<file path="src/rtl/pipe_rca_pkg.sv">
// Shared types and helpers for the pipelined ripple-carry adder.
// Latency: n/a (declarations only).
// Backpressure: n/a.
package pipe_rca_pkg;

    // Width-independent part of the per-stage transaction record. The
    // partial-sum and remaining-operand fields depend on N, so the top
    // module carries them in arrays indexed alongside this record.
    typedef struct packed {
        logic valid;  // stage holds a live transaction
        logic sub;    // transaction is a subtraction
        logic carry;  // carry out of this stage's chunk
    } stage_ctl_t;

    // Chunk width handled by one slice.
    function automatic int chunk_w(input int n, input int stages);
        return n / stages;
    endfunction

endpackage

</file>
<file path="src/rtl/pipe_rca_if.sv">
// Operand/result bus of pipe_rca: valid/ready on both sides.
// Latency: n/a (wiring only).
// Backpressure: out_ready stalls the whole pipe, reflected on in_ready.
interface pipe_rca_if #(
    parameter int N = 32
);
    logic         in_valid;
    logic         in_ready;
    logic [N-1:0] a;
    logic [N-1:0] b;
    logic         c_in;
    logic         sub;
    logic [N-1:0] mod_m;
    logic         out_valid;
    logic         out_ready;
    logic [N-1:0] sum;
    logic         c_out;
    logic         ovf;

    modport master (
        output in_valid, a, b, c_in, sub, mod_m, out_ready,
        input  in_ready, out_valid, sum, c_out, ovf
    );

    modport slave (
        input  in_valid, a, b, c_in, sub, mod_m, out_ready,
        output in_ready, out_valid, sum, c_out, ovf
    );
endinterface

</file>
<file path="src/rtl/pipe_rca_slice.sv">
// W-bit combinational ripple-carry slice built from per-bit full adders.
// Latency: 0 cycles (pure combinational).
// Backpressure: none; the enclosing pipeline decides when to register it.
module pipe_rca_slice #(
    parameter int W = 8
) (
    input  logic [W-1:0] a_i,
    input  logic [W-1:0] b_i,
    input  logic         cin_i,
    output logic [W-1:0] sum_o,
    output logic         cout_o,
    output logic         c_msb_in_o
);
    logic [W:0] c;

    // Ripple the carry bit by bit through full-adder equations.
    always_comb begin
        c     = '0;
        sum_o = '0;
        c[0]  = cin_i;
        for (int i = 0; i < W; i++) begin
            sum_o[i] = a_i[i] ^ b_i[i] ^ c[i];
            c[i+1]   = (a_i[i] & b_i[i]) | (c[i] & (a_i[i] ^ b_i[i]));
        end
    end

    assign cout_o     = c[W];
    assign c_msb_in_o = c[W-1];
endmodule

</file>
<file path="src/rtl/pipe_rca.sv">
// Pipelined N-bit add/sub: STAGES ripple slices with registered carries; optional mod-reduce stage (PIPE_RCA_MOD_REDUCE_EN).
// Latency: STAGES cycles (STAGES+1 with PIPE_RCA_MOD_REDUCE_EN); throughput 1/cycle.
// Backpressure: global enable en = out_ready | ~out_valid freezes every stage; in_ready = en.
module pipe_rca
    import pipe_rca_pkg::*;
#(
    parameter int N      = 32,
    parameter int STAGES = 4
) (
    input  logic      clk,
    input  logic      rst_n,
    pipe_rca_if.slave bus
);
    localparam int W = chunk_w(N, STAGES);

    if ((N % STAGES) != 0) begin : g_bad_cfg
        $error("pipe_rca: N must be divisible by STAGES");
    end

    logic         en;
    logic         out_vld;
    logic [N-1:0] b_eff;

    stage_ctl_t   ctl_q  [STAGES];
    stage_ctl_t   ctl_d  [STAGES];
    logic [N-1:0] psum_q [STAGES];
    logic [N-1:0] psum_d [STAGES];
    logic [N-1:0] a_q    [STAGES];
    logic [N-1:0] a_d    [STAGES];
    logic [N-1:0] b_q    [STAGES];
    logic [N-1:0] b_d    [STAGES];
    logic [W-1:0] sl_a   [STAGES];
    logic [W-1:0] sl_b   [STAGES];
    logic [W-1:0] sl_sum [STAGES];
    logic         sl_cin [STAGES];
    logic         sl_cout[STAGES];
    logic         sl_cmsb[STAGES];
    logic         ovf_q, ovf_d;

    assign en           = bus.out_ready | ~out_vld;
    assign bus.in_ready = en;
    assign bus.out_valid = out_vld;

    // Subtraction is A + ~B + 1: invert B once at the input and force carry-in.
    assign b_eff = bus.sub ? ~bus.b : bus.b;

    for (genvar k = 0; k < STAGES; k++) begin : g_stage
        if (k == 0) begin : g_first
            assign sl_a[k]   = bus.a[W-1:0];
            assign sl_b[k]   = b_eff[W-1:0];
            assign sl_cin[k] = bus.sub | bus.c_in;
            assign a_d[k]    = bus.a >> W;
            assign b_d[k]    = b_eff >> W;
            assign psum_d[k] = N'(sl_sum[k]);
            assign ctl_d[k]  = '{valid: bus.in_valid, sub: bus.sub, carry: sl_cout[k]};
        end else begin : g_next
            // Unconsumed operand bits sit right-aligned; lower sum chunks ride along.
            assign sl_a[k]   = a_q[k-1][W-1:0];
            assign sl_b[k]   = b_q[k-1][W-1:0];
            assign sl_cin[k] = ctl_q[k-1].carry;
            assign a_d[k]    = a_q[k-1] >> W;
            assign b_d[k]    = b_q[k-1] >> W;
            assign psum_d[k] = psum_q[k-1] | (N'(sl_sum[k]) << (k * W));
            assign ctl_d[k]  = '{valid: ctl_q[k-1].valid, sub: ctl_q[k-1].sub,
                                 carry: sl_cout[k]};
        end

        pipe_rca_slice #(.W(W)) u_slice (
            .a_i        (sl_a[k]),
            .b_i        (sl_b[k]),
            .cin_i      (sl_cin[k]),
            .sum_o      (sl_sum[k]),
            .cout_o     (sl_cout[k]),
            .c_msb_in_o (sl_cmsb[k])
        );
    end

    // Signed overflow: carry into the MSB differs from carry out of it.
    assign ovf_d = sl_cout[STAGES-1] ^ sl_cmsb[STAGES-1];

    // Advance every stage together whenever the output is free to move.
    always_ff @(posedge clk or negedge rst_n) begin
        if (!rst_n) begin
            for (int k = 0; k < STAGES; k++) begin
                ctl_q[k]  <= '0;
                psum_q[k] <= '0;
                a_q[k]    <= '0;
                b_q[k]    <= '0;
            end
            ovf_q <= 1'b0;
        end else if (en) begin
            for (int k = 0; k < STAGES; k++) begin
                ctl_q[k]  <= ctl_d[k];
                psum_q[k] <= psum_d[k];
                a_q[k]    <= a_d[k];
                b_q[k]    <= b_d[k];
            end
            ovf_q <= ovf_d;
        end
    end

`ifdef PIPE_RCA_MOD_REDUCE_EN
    logic [N-1:0] m_q [STAGES];
    logic [N:0]   full_res;
    logic [N-1:0] red_d;
    logic         rvld_q, rcout_q, rovf_q;
    logic [N-1:0] rsum_q;

    // Pick the corrected result: fold an add back below m, or undo a borrow.
    always_comb begin
        full_res = {ctl_q[STAGES-1].carry, psum_q[STAGES-1]};
        red_d    = psum_q[STAGES-1];
        if (ctl_q[STAGES-1].sub) begin
            if (!ctl_q[STAGES-1].carry) begin
                red_d = psum_q[STAGES-1] + m_q[STAGES-1];
            end
        end else if (full_res >= {1'b0, m_q[STAGES-1]}) begin
            red_d = psum_q[STAGES-1] - m_q[STAGES-1];
        end
    end

    // Modulus travels with its transaction; extra stage registers the reduced result.
    always_ff @(posedge clk or negedge rst_n) begin
        if (!rst_n) begin
            for (int k = 0; k < STAGES; k++) begin
                m_q[k] <= '0;
            end
            rvld_q  <= 1'b0;
            rsum_q  <= '0;
            rcout_q <= 1'b0;
            rovf_q  <= 1'b0;
        end else if (en) begin
            m_q[0] <= bus.mod_m;
            for (int k = 1; k < STAGES; k++) begin
                m_q[k] <= m_q[k-1];
            end
            rvld_q  <= ctl_q[STAGES-1].valid;
            rsum_q  <= red_d;
            rcout_q <= ctl_q[STAGES-1].carry;
            rovf_q  <= ovf_q;
        end
    end

    assign out_vld   = rvld_q;
    assign bus.sum   = rsum_q;
    assign bus.c_out = rcout_q;
    assign bus.ovf   = rovf_q;
`else
    logic unused_mod_m;
    assign unused_mod_m = ^bus.mod_m;

    assign out_vld   = ctl_q[STAGES-1].valid;
    assign bus.sum   = psum_q[STAGES-1];
    assign bus.c_out = ctl_q[STAGES-1].carry;
    assign bus.ovf   = ovf_q;
`endif

endmodule
</file>
<file path="src/flat_wrapper.sv">
// flat-port wrapper written by rule: the top's interface ports become plain ports
module pipe_rca_flat import pipe_rca_pkg::*;
#(
    parameter int N      = 32,
    parameter int STAGES = 4
)
  (clk, rst_n, bus_in_valid, bus_a, bus_b, bus_c_in, bus_sub, bus_mod_m, bus_out_ready, bus_in_ready, bus_out_valid, bus_sum, bus_c_out, bus_ovf);
  pipe_rca_if #(.N(N)) bus_i ();
  input  logic clk;
  input  logic rst_n;
  input wire logic [$bits(bus_i.in_valid)-1:0] bus_in_valid;
  input wire logic [$bits(bus_i.a)-1:0] bus_a;
  input wire logic [$bits(bus_i.b)-1:0] bus_b;
  input wire logic [$bits(bus_i.c_in)-1:0] bus_c_in;
  input wire logic [$bits(bus_i.sub)-1:0] bus_sub;
  input wire logic [$bits(bus_i.mod_m)-1:0] bus_mod_m;
  input wire logic [$bits(bus_i.out_ready)-1:0] bus_out_ready;
  output wire logic [$bits(bus_i.in_ready)-1:0] bus_in_ready;
  output wire logic [$bits(bus_i.out_valid)-1:0] bus_out_valid;
  output wire logic [$bits(bus_i.sum)-1:0] bus_sum;
  output wire logic [$bits(bus_i.c_out)-1:0] bus_c_out;
  output wire logic [$bits(bus_i.ovf)-1:0] bus_ovf;
  assign bus_i.in_valid = bus_in_valid;
  assign bus_i.a = bus_a;
  assign bus_i.b = bus_b;
  assign bus_i.c_in = bus_c_in;
  assign bus_i.sub = bus_sub;
  assign bus_i.mod_m = bus_mod_m;
  assign bus_i.out_ready = bus_out_ready;
  assign bus_in_ready = bus_i.in_ready;
  assign bus_out_valid = bus_i.out_valid;
  assign bus_sum = bus_i.sum;
  assign bus_c_out = bus_i.c_out;
  assign bus_ovf = bus_i.ovf;
  pipe_rca #(.N(N), .STAGES(STAGES)) u_core (.clk(clk), .rst_n(rst_n), .bus(bus_i));
endmodule
</file>
<file path="config.mk">
export PLATFORM = sky130hd
export DESIGN_NAME = pipe_rca_flat
export DESIGN_NICKNAME = d
export VERILOG_FILES = /design/src/rtl/pipe_rca_pkg.sv /design/src/rtl/pipe_rca_if.sv /design/src/rtl/pipe_rca_slice.sv /design/src/rtl/pipe_rca.sv /design/src/flat_wrapper.sv
export SDC_FILE = /design/constraint.sdc
export NUM_CORES = 1
export LEC_CHECK = 0
export ABC_AREA = 1
export BUFFER_PORTS_ARGS = -buffer_cell sky130_fd_sc_hd__buf_2
export CORE_ASPECT_RATIO = 0.9
export CORE_MARGIN = 2
export CORE_UTILIZATION = 45
export CTS_CLUSTER_DIAMETER = 100
export DETAILED_ROUTE_END_ITERATION = 16
export PLACE_DENSITY = 0.65
export SETUP_SLACK_MARGIN = 0.5
export SLEW_MARGIN = 15
export SYNTH_ARGS = -nofsm -noshare
export SYNTH_HDL_FRONTEND = slang
export SYNTH_SLANG_ARGS = --single-unit
</file>
<file path="constraint.sdc">
create_clock -name clk -period 8.33 [get_ports clk]
set_input_delay 0 -clock clk [delete_from_list [all_inputs] [get_ports clk]]
set_output_delay 0 -clock clk [all_outputs]
set_load 0.01 [all_outputs]
</file>
==> flow_summary.ini <==
[synth]
syn_area_um2 = 8070
avgSynthCellArea_um2 = 9.09
synth_warnings = 0
synth_nets = 1022
yosysUniqueCellTypes = 15
netlist_instances = 888
yosysSeqAreaShare_pct = 57.4
yosysTopAreaCellShare_pct = 57.4
synth_top_area_cell = dfrtp_1
ys_top_cells_by_area = dfrtp_1 57%, nand2_1 20%, fa_1 7.9%, o21ai_0 4.3%, inv_1 3.7%
synth_seq_cells = 185

[sta]
finalClockSkew_ps = 7.11
rsz0062_at_grt = no
max_freq_mhz = 237
period_needed_ps = 4220
finalCritPeriodShare_pct = 50.7
hold_viol = 0
tightest_slew_ps = 998
maxSlewViolCount = 0
relSlewSlack_pct = 33.4
setup_ws_ps = 4110
setup_tns_ps = 0
setup_violations = 0

[clocking]
clkTransAtPathRegs_ps = 70
clock_path_buffers = 2
cts_resized = 0
cts_tree = done
clkSinkCount = 185
cts_buffers = 17
cts_root_buf = clkbuf_16
clk_latency_ps = 430
post_cts_buffers = 0
htreeDepth = 4

[setup_path]
cp-start-kind = register
cp.arrival_ps = 4560
cp.required_ps = 8670
cp-end-kind = register
rr_worst_depth = 12
r2r_slack_ps = 4110
critPathMaxFanout = 2
crit_type = reg -> reg

[grt]
busiest_layer = met2
use_met2_pct = 26.2
grt_max_degree = 103
use_met3_pct = 3.58
antenna_found_initial = 0
grt_pass1_vias = 5509
globalRouteTotalUtil_pct = 17.5
grt_util_met1_pct = 25.7
grt_pass1_wl_mm = 26.5
grt_overflow_total = 0

[route]
first_iter_violations = 415
drc = 0
dr.pass1.iters = 4
wl_per_cell_um = 12.2
antenna_left = 0
num_vias = 5696
drt_wl_total_mm = 15.6
viasPerCell = 4.46

[layout]
final_area_um2 = 9790
nets = 1158
area_growth_pct = 21.3
diodes = 0
layout_common_cells = 438 x nand2_1, 185 x dfrtp_1, 104 x buf_2, 80 x inv_1, 70 x o21ai_0
post-route-util_pct = 55.6
drive_gt1_share_pct = 13.7
n_fill_cell = 1653
layout_commonest_cell = nand2_1

[placement]
numPortBuffers = 105
place_ws_ps = 4080
dpl_cell_area_um2 = 8660
hpwl_mm = 9.79
place.gp.congestion = 0.739

[floorplan]
fp.dieArea_um2 = 19000
initial_core_util_pct = 45.8
rows = 46
pin_count = 138
die_w_um = 145
core_um2 = 17600
die_y_um = 131

[pwr]
p_leak_nw = 5.18
ir_drop_v = 0.000150
p_per_area_nw_per_um2 = 347

[worst_hold_path]
hold_class = in -> reg
min_path_cells = 4

[run]
maxCapViolations = 0

[status]
outcome = completed
report_power, final:
| part | internal (mW) | switching [mW] | total, mW |
|---|---|---|---|
| Clock | 0.479 | 0.333 | 0.812 |
| Sequential | 1.30 | 0.210 | 1.51 |
| Combinational | 0.424 | 0.652 | 1.08 |
final cells by class:
type                            instances  area [µm²]  area share, %
Clock inverter                         11         146           1.50
Clock buffer                           20         447           4.56
Timing Repair Buffer                  163        1100           11.3
Sequential cell                       185        4630           47.3
Inverter                               81         304           3.11
Tap cell                              240         300           3.07
Multi-Input combinational cell        576        2860           29.2
worst max-delay path: stages, from the launching register on:
cell     delay, ps
dfrtp_1        410
fa_1           460
fa_1           460
fa_1           460
fa_1           470
fa_1           420
inv_1           80
fa_1           170
inv_1           60
fa_1           470
inv_1          120
fa_1           390
o21ai_0        160
final timing paths:
check | to | start
worst min-delay path | u_core.psum_q[98]$_DFFE_PN0P_ | bus_a[2]
max in group asynchronous | u_core.a_d[68]$_DFFE_PN0P_ | rst_n
worst max-delay path | u_core.bus.sum[31]$_DFFE_PN0P_ | u_core.ctl_q[3]$_DFFE_PN0P_
worst max register to register | u_core.bus.sum[31]$_DFFE_PN0P_ | u_core.ctl_q[3]$_DFFE_PN0P_
worst min register to register | u_core.bus.sum[24]$_DFFE_PN0P_ | u_core.bus.sum[24]$_DFFE_PN0P_
min in group asynchronous | u_core.a_d[79]$_DFFE_PN0P_ | rst_n
state kept, by name, summed over array words and instances, names as in the netlist:
| name | flops |
|---|---|
| u_core.psum_q | 48 |
| u_core.bus.sum | 32 |
| u_core.a_d | 24 |
| u_core.a_q | 24 |
| u_core.b_d | 24 |
| u_core.b_q | 24 |
| u_core.ctl_d | 3 |
| u_core.ctl_q | 3 |
| u_core.bus.c_out | 1 |
| u_core.bus.out_valid | 1 |
| u_core.bus.ovf | 1 |
synthesized netlist by cell type:
cell type and n:
nand2_1 439, dfrtp_1 185, inv_1 80, o21ai_0 70
fa_1 32, buf_2 25, nand3_1 25, buf_6 9
clkbuf_1 8, xnor2_1 6, buf_4 4, xor2_1 2
inv_2 1, nor2_1 1, nor2_4 1
timing repair:
action	in CTS	in global routing
hold buffers	53	0
hold endpoints to repair	107	0
endpoints found under the setup margin	0	0
per-stage QoR:
stage	hold slack, ps	total power, mW	instances
after global placement	-16.7	2.55	1192
after CTS	2.04	3.45	1276
after global routing	44.4	3.72	1276
after floorplan	-296	2.27	888
after detailed placement	-21.2	2.60	1192
final	20.9	3.40	1276
kinds of logic (layout without fill, tap and decap cells):
family,count (synthesis),count (layout),share of synthesized area (%)
xor gates and xnor gates,8,8,0.868
and+or+nand+nor,466,466,22.2
DFF,185,185,57.4
adders and majority gates,32,32,7.94
buffers and inverters,127,275,7.32
AOI/OAI and AO/OA,70,70,4.34
metal layers:
metal | vias up | part of all wire, %
li1 | 2941 | -
met1 | 2629 | 51
met2 | 101 | 43
met3 | 25 | 4.0
met4 | 0 | 1.7
met5 | - | 0
Power figures use the tool's default switching activity.
